===== src/rtl/mem_req_bridge.sv =====
// Queues CPU load/store requests in a 2-entry FIFO and issues them one at a time to the SDRAM
// controller. Define MEM_BRIDGE_TIMEOUT_EN to abort accesses that wait TIMEOUT cycles.
module mem_req_bridge #(
    parameter int unsigned N       = 64,
    parameter int unsigned TIMEOUT = 255
) (
    input  logic         clk,
    input  logic         reset,
    input  logic         cpu_valid,
    output logic         cpu_ready,
    input  logic         cpu_we,
    input  logic [17:0]  cpu_addr,
    input  logic [N-1:0] cpu_wdata,
    output logic         cpu_done,
    output logic         cpu_rvalid,
    output logic         cpu_err,
    output logic [N-1:0] cpu_rdata,
    output logic [1:0]   op,
    output logic [17:0]  dataAddr,
    output logic [N-1:0] dataWrite,
    input  logic [N-1:0] dataRead,
    input  logic         readReady
);
    localparam logic [1:0] OpIdle  = 2'b00;
    localparam logic [1:0] OpWrite = 2'b01;
    localparam logic [1:0] OpRead  = 2'b10;

    typedef enum logic [1:0] {StIdle, StBusy, StRecover} state_e;

    logic         fifo_we_q    [2];
    logic [17:0]  fifo_addr_q  [2];
    logic [N-1:0] fifo_wdata_q [2];
    logic         fifo_mis_q   [2];
    logic         wr_ptr_q, rd_ptr_q;
    logic [1:0]   count_q;
    logic         push, pop;

    state_e       state_q, state_d;
    logic [1:0]   op_q, op_d;
    logic [17:0]  addr_q, addr_d;
    logic [N-1:0] wdata_q, wdata_d;
    logic [N-1:0] rdata_q, rdata_d;
    logic         done_q, done_d;
    logic         rvalid_q, rvalid_d;
    logic         err_q, err_d;
    logic         timeout;

    assign cpu_ready = ~reset & (count_q != 2'd2);
    assign push      = cpu_valid & cpu_ready;

    always_ff @(posedge clk) begin
        if (reset) begin
            wr_ptr_q <= 1'b0;
            rd_ptr_q <= 1'b0;
            count_q  <= 2'd0;
        end else begin
            if (push) wr_ptr_q <= ~wr_ptr_q;
            if (pop)  rd_ptr_q <= ~rd_ptr_q;
            count_q <= count_q + {1'b0, push} - {1'b0, pop};
        end
    end

    // Storage needs no reset: entries are only read while count_q says they are valid.
    always_ff @(posedge clk) begin
        if (push) begin
            fifo_we_q[wr_ptr_q]    <= cpu_we;
            fifo_addr_q[wr_ptr_q]  <= cpu_addr;
            fifo_wdata_q[wr_ptr_q] <= cpu_wdata;
            fifo_mis_q[wr_ptr_q]   <= |cpu_addr[2:0];
        end
    end

`ifdef MEM_BRIDGE_TIMEOUT_EN
    logic [7:0] tcnt_q, tcnt_d;

    assign timeout = (tcnt_q == 8'(TIMEOUT - 1));

    always_comb begin
        tcnt_d = tcnt_q;
        if (state_q == StIdle) begin
            tcnt_d = 8'd0;
        end else if (state_q == StBusy) begin
            tcnt_d = tcnt_q + 8'd1;
        end
    end

    always_ff @(posedge clk) begin
        if (reset) tcnt_q <= 8'd0;
        else       tcnt_q <= tcnt_d;
    end
`else
    logic [31:0] unused_timeout;

    assign unused_timeout = TIMEOUT;
    assign timeout        = 1'b0;
`endif

    always_comb begin
        state_d  = state_q;
        op_d     = op_q;
        addr_d   = addr_q;
        wdata_d  = wdata_q;
        rdata_d  = rdata_q;
        done_d   = 1'b0;
        rvalid_d = 1'b0;
        err_d    = 1'b0;
        pop      = 1'b0;
        unique case (state_q)
            StIdle: begin
                if (count_q != 2'd0) begin
                    if (fifo_mis_q[rd_ptr_q]) begin
                        pop     = 1'b1;
                        done_d  = 1'b1;
                        err_d   = 1'b1;
                        state_d = StRecover;
                    end else begin
                        op_d    = fifo_we_q[rd_ptr_q] ? OpWrite : OpRead;
                        addr_d  = fifo_addr_q[rd_ptr_q];
                        wdata_d = fifo_wdata_q[rd_ptr_q];
                        state_d = StBusy;
                    end
                end
            end
            StBusy: begin
                if (readReady) begin
                    pop     = 1'b1;
                    op_d    = OpIdle;
                    done_d  = 1'b1;
                    state_d = StRecover;
                    if (op_q == OpRead) begin
                        rvalid_d = 1'b1;
                        rdata_d  = dataRead;
                    end
                end else if (timeout) begin
                    pop     = 1'b1;
                    op_d    = OpIdle;
                    done_d  = 1'b1;
                    err_d   = 1'b1;
                    state_d = StRecover;
                end
            end
            StRecover: state_d = StIdle;
            default:   state_d = StIdle;
        endcase
    end

    always_ff @(posedge clk) begin
        if (reset) begin
            state_q  <= StIdle;
            op_q     <= OpIdle;
            addr_q   <= 18'd0;
            wdata_q  <= '0;
            rdata_q  <= '0;
            done_q   <= 1'b0;
            rvalid_q <= 1'b0;
            err_q    <= 1'b0;
        end else begin
            state_q  <= state_d;
            op_q     <= op_d;
            addr_q   <= addr_d;
            wdata_q  <= wdata_d;
            rdata_q  <= rdata_d;
            done_q   <= done_d;
            rvalid_q <= rvalid_d;
            err_q    <= err_d;
        end
    end

    assign op         = op_q;
    assign dataAddr   = addr_q;
    assign dataWrite  = wdata_q;
    assign cpu_done   = done_q;
    assign cpu_rvalid = rvalid_q;
    assign cpu_err    = err_q;
    assign cpu_rdata  = rdata_q;

endmodule


===== config.mk =====
export PLATFORM = sky130hd
export DESIGN_NAME = mem_req_bridge
export DESIGN_NICKNAME = d
export VERILOG_FILES = /design/src/rtl/mem_req_bridge.sv
export SDC_FILE = /design/constraint.sdc
export NUM_CORES = 1
export LEC_CHECK = 0
export ABC_AREA = 1
export ABC_CLOCK_PERIOD_IN_PS = 6210
export CORE_MARGIN = 2
export CORE_UTILIZATION = 50
export CTS_BUF_LIST = sky130_fd_sc_hd__clkbuf_8
export CTS_CLUSTER_DIAMETER = 30
export DETAILED_ROUTE_END_ITERATION = 8
export PLACE_DENSITY = 0.83
export SYNTH_ARGS = -nofsm -noshare
export SYNTH_HDL_FRONTEND = slang
export SYNTH_SLANG_ARGS = --single-unit
export TNS_END_PERCENT = 50

===== constraint.sdc =====
create_clock -name clk -period 6.21 [get_ports clk]
set_input_delay 1.242 -clock clk [delete_from_list [all_inputs] [get_ports clk]]
set_output_delay 1.242 -clock clk [all_outputs]
set_load 0.01 [all_outputs]

# After elaboration in Yosys (flattened, before gate mapping)
# Memory sizes are Yosys's and may differ from the RTL's. A register that Yosys moved wholly into a read port is not among the register bits.
# Cells that the tools add are included.
dict set report word_totals {
  reg_bits 75
  n_memories 4
  ramBits 168
  output_inout_bits 152
  elab_cells 60
  in_bits 151
}
# memory depth width read_ports rd_ports_with_merged_regs write_ports line_no
set memory_table {}
lappend memory_table {fifo_wdata_q 2 64 1 1 1 32} ;# logic [N-1:0] fifo_wdata_q [2];
lappend memory_table {fifo_addr_q 2 18 1 1 1 31} ;# logic [17:0] fifo_addr_q [2];
lappend memory_table {fifo_mis_q 2 1 1 1 1 33} ;# logic fifo_mis_q [2];
lappend memory_table {fifo_we_q 2 1 1 1 1 30} ;# logic fifo_we_q [2];
dict set report op_classes {
  bitwise 9
  eq_ne 6
  addsub 2
  reduce_logical 10
  mux 20
}
# operator n
set op_table {}
lappend op_table {{2-bit 2-to-1 mux} 7}
lappend op_table {{1-bit 2-to-1 mux} 10}
lappend op_table {{2-bit != test (second input constant)} 4}
lappend op_table {{2-bit case mux with 2 select lines} 2}
lappend op_table {{1-bit NOT} 7}
lappend op_table {{3-bit AND reduction} 2}
lappend op_table {{3-bit OR reduction} 2}
lappend op_table {{4-bit AND reduction} 1}
lappend op_table {{2-bit nonzero test} 2}
lappend op_table {{2-bit by 1-bit adder with 2-bit output} 1}
lappend op_table {{1-bit bitwise AND} 2}
lappend op_table {{2-bit by 1-bit equality test with 1-bit output (second input constant)} 1}
lappend op_table {{2-bit equality test (second input constant)} 1}
lappend op_table {{2-bit logical NOT} 1}
lappend op_table {{1-bit case mux with 2 select lines} 1}
lappend op_table {{2-bit AND reduction} 1}
lappend op_table {{2-bit OR reduction} 1}
lappend op_table {{2-bit by 1-bit subtractor with 2-bit output} 1}

# Logic depth before layout (Yosys ltp)
dict set report depth {
  word_depth 5
  mapped_depth 12
  ltp_nobuf 12
}

# Worst setup path before layout
# Ideal clock, no wire load.
dict set report synth_timing {
  path_type {input port to flip-flop}
  startpoint {input reset}
  endpoint {memory fifo_addr_q[0][0], enable pin}
  slack_ps 393
  setup_ps 527
  path_buffers 1
  cell_stages 4
  t_required_ps 5683
  arrival_ps 5289
  cell_sequence {buf_2 > nor2_1 > nand2_1 > nor2_1}
}
dict set report synth_between {
  elab_chain_cells 5
}
# element line_no
set synth_rtl {}
lappend synth_rtl {{start: declaration} 8} ;# input logic reset,
lappend synth_rtl {{1-bit NOT} 48} ;# assign cpu_ready = ~reset & (count_q != 2'd2);
lappend synth_rtl {{1-bit bitwise AND} 48}
lappend synth_rtl {{named net cpu_ready} 10} ;# output logic cpu_ready,
lappend synth_rtl {{1-bit bitwise AND} 49} ;# assign push = cpu_valid & cpu_ready;
lappend synth_rtl {{1-bit 2-to-1 mux} 65} ;# if (push) begin
lappend synth_rtl {{1-bit 2-to-1 mux (implied by the code)} 67} ;# fifo_addr_q[wr_ptr_q] <= cpu_addr;
lappend synth_rtl {{end: declaration} 31}
# The timed path passes the listed nets, and every way through them passes these cells.

# Worst setup path after layout
dict set report layout_timing {
  startpoint {input reset}
  endpoint {output cpu_ready}
}
dict set report layout_between {
  elab_chain_cells 2
}
# element line_no
set layout_rtl {}
lappend layout_rtl {{1-bit NOT} 48}
lappend layout_rtl {{1-bit bitwise AND} 48}
lappend layout_rtl {{end: declaration} 10}
# No other way between the ends.

==> impl_metrics.json <==
{
  "antenna_left": 0,
  "peakVddDrop_mv": 0.250,
  "core_area_mm2": 0.0228,
  "gr-total-overflow": 0,
  "cp_cell_sequence": "clkdlybuf4s50_1 -> nor2_1 -> clkdlybuf4s50_1",
  "r2r_end": "dataAddr[0]",
  "firstDrtPassIters": 5,
  "grt_max_degree": 109,
  "grtUsageTotal": 0.229,
  "pre_cts_slack_ns": 2.18,
  "period_minus_slack_ns": 3.87,
  "grt_pass1_wl_um": 43900,
  "insertion_delay_ns": 0.57,
  "synthCells": 1148,
  "start_util": 0.511,
  "dieArea_mm2": 0.0245,
  "worst_slack_ns": 2.34,
  "min_from": "count_q[1]",
  "cts_tree": "yes",
  "finalSetupTns_ns": 0,
  "cts-root-buf": "clkbuf_8",
  "fmax_mhz": 258,
  "synth_seq_area_share": 0.705,
  "crit_path_top_delay_cell": "clkdlybuf4s50_1",
  "status": "complete, no violations",
  "portBuffers": 302,
  "vias": 8936,
  "antenna_found_initial": 4,
  "path_delay_family": "buffers and inverters",
  "pin_count": 303,
  "skew_ns": 0.0151,
  "vias_per_cell": 4.91,
  "path_clk_slew_ns": 0.06,
  "htree_levels": 2,
  "p_total_mw": 6.12,
  "syn-num-nets": 1301,
  "start_kind": "input pin",
  "synth_area_mm2": 0.0116,
  "fin_crit_sh": 0.623,
  "synth_top_area_frac": 0.433,
  "rsz0062_at_grt": "false",
  "dp_hpwl_um": 18000,
  "worstHoldPathCells": 2,
  "slew_headroom": 0.274,
  "reg2reg_from": "fifo_mis_q[0]",
  "crit_required_ns": 4.97,
  "end_kind": "primary output",
  "syn_area_per_cell_um2": 10.1,
  "grt_pass1_vias": 8892,
  "timing.final.hold_violations": 0,
  "ys_ff_latch": 326,
  "power_density_mw_per_mm2": 380,
  "synth_top_area_cell": "edfxtp_1",
  "drc": 0,
  "synthToLayoutAreaGrowth_pct": 38.2,
  "cp.arrival_ns": 2.63,
  "worst_pin_slew_ns": 1.09,
  "crit_path_frequent_cell": "clkdlybuf4s50_1",
  "routed_wl_um": 29000,
  "synth.yosys.warnings": 0,
  "crit_buf_inv": 2,
  "initialDrtViolationCount": 698,
  "ctsResizeCount": 0,
  "synthDistinctLibCells": 23,
  "path_class": "in -> out",
  "dieHeight_um": 157,
  "synthTopCellsByArea": "edfxtp_1, dfxtp_1, nor2_1, nand2_1, o21ai_0",
  "slew_violations": 0,
  "place_congestion": 0.774,
  "post_cts_buffers": 0,
  "die_w_um": 157,
  "finalSetupViolCount": 0,
  "rows": 55,
  "reg2reg_slack_ns": 3.35,
  "slowest_delay_ns": 0.59,
  "detail_route.wl_per_cell_um": 15.9,
  "worstHoldPathType": "reg -> reg",
  "leakage_nw": 6.60,
  "cts_max_path_buffers": 3,
  "numCtsBuffers": 58,
  "cp_num_cells": 3,
  "worstRegToRegCells": 10,
  "cts_hold_buf": 0,
  "path_max_fanout": 9,
  "drive_above_1_share": 0.0732,
  "cap_violations": 0,
  "cts_sinks": 326,
  "whs_endpoint": "count_q[1]",
  "finalNetCount": 1605
}
==> layout make-up <==
class,instances,area (um2)
Sequential cell,326,8210
Fill cell,1621,6680
Timing Repair Buffer,311,3100
Tap cell,313,392
Inverter,19,72.6
Antenna cell,4,10.0
Multi-Input combinational cell,736,3030
Clock buffer,70,963
Clock inverter,40,314
==> state kept, by name, indices dropped and copies added, names as in the netlist, 18 cells and up, named ones only <==
name and count:
fifo_wdata_q 128, cpu_rdata 64, dataWrite 64, dataAddr 18, fifo_addr_q 36
==> worst min-delay path, cell delays in order, from the launching register on <==
cell,delay (ns)
dfxtp_1,0.31
inv_1,0.08
a21oi_1,0.07
==> layer usage <==
metal | wire length, um | part of all wire | vias to the layer above | track usage
li1 | - | - | 4379 | -
met2 | 14700 | 0.51 | 376 | 0.413
met1 | 10700 | 0.37 | 4115 | 0.247
met3 | 2490 | 0.086 | 66 | 0.0645
met4 | 1100 | 0.038 | 0 | 0.113
met5 | 0 | 0 | - | 0
==> worst max path at each step <==
stage          startpoint                  end  slack, ns
2_1_floorplan       reset    fifo_addr_q[0][0]       0.39
3_3_place_gp        reset   fifo_addr_q[1][17]       2.24
3_5_place_dp        reset  fifo_wdata_q[1][13]       2.18
4_1_cts             reset            cpu_ready       2.34
5_1_grt             reset            cpu_ready       2.27
6_report            reset            cpu_ready       2.34
==> placed cells by master (no fill, tap or decap), types with 8 or more instances in the layout <==
cell type | Yosys | final
dfxtp_1 | 158 | 157
inv_1 | 18 | 34
o21ai_0 | 148 | 148
buf_4 | 9 | 8
clkinv_2 | 0 | 11
edfxtp_1 | 168 | 168
nor2_1 | 310 | 308
clkbuf_8 | 0 | 70
nand2_1 | 259 | 259
clkdlybuf4s50_1 | 0 | 302
==> cells by family (layout without fill, tap and decap cells) <==
family / Yosys count / after routing / share of synthesized area
simple gates: 579 / 579 / 0.189
flops: 326 / 326 / 0.705
compound gates: 154 / 154 / 0.0664
buf+inv: 86 / 440 / 0.0370
fa+ha+maj: 2 / 2 / 0.00215
xor+xnor: 1 / 1 / 0.000752
other cells: 0 / 4 / 0
==> metrics by stage <==
| stage | hold slack (ns) | cell area (um2) | cells | utilization |
|---|---|---|---|---|
| after floorplan | 0.460 | 11600 | 1148 | - |
| after global placement | 0.475 | 14800 | 1705 | 0.650 |
| after detailed placement | 0.497 | 14800 | 1705 | 0.650 |
| after CTS | 0.512 | 16100 | 1815 | 0.706 |
| after global routing | 0.538 | 16100 | 1819 | 0.707 |
| final | 0.510 | 16100 | 1819 | 0.707 |
==> Yosys cell counts <==
library cell / n
buf_4: 9
edfxtp_1: 168
buf_2: 23
buf_6: 6
nor2_1: 310
dfxtp_1: 158
or2_2: 1
a21oi_1: 5
nor3_2: 1
nor2_2: 1
clkbuf_1: 22
inv_2: 1
or3_1: 1
ha_1: 2
nand2_1: 259
nand3b_1: 1
xnor2_1: 1
o21ai_0: 148
nand3_1: 4
buf_1: 7
o21bai_1: 1
and2_1: 1
inv_1: 18
==> power breakdown <==
group	leakage, nW	switching, mW	internal (mW)
registers	2.82	0.126	2.53
clock network	0.733	0.853	1.24
logic	3.05	0.794	0.582
(Power assumes the default switching activity.)
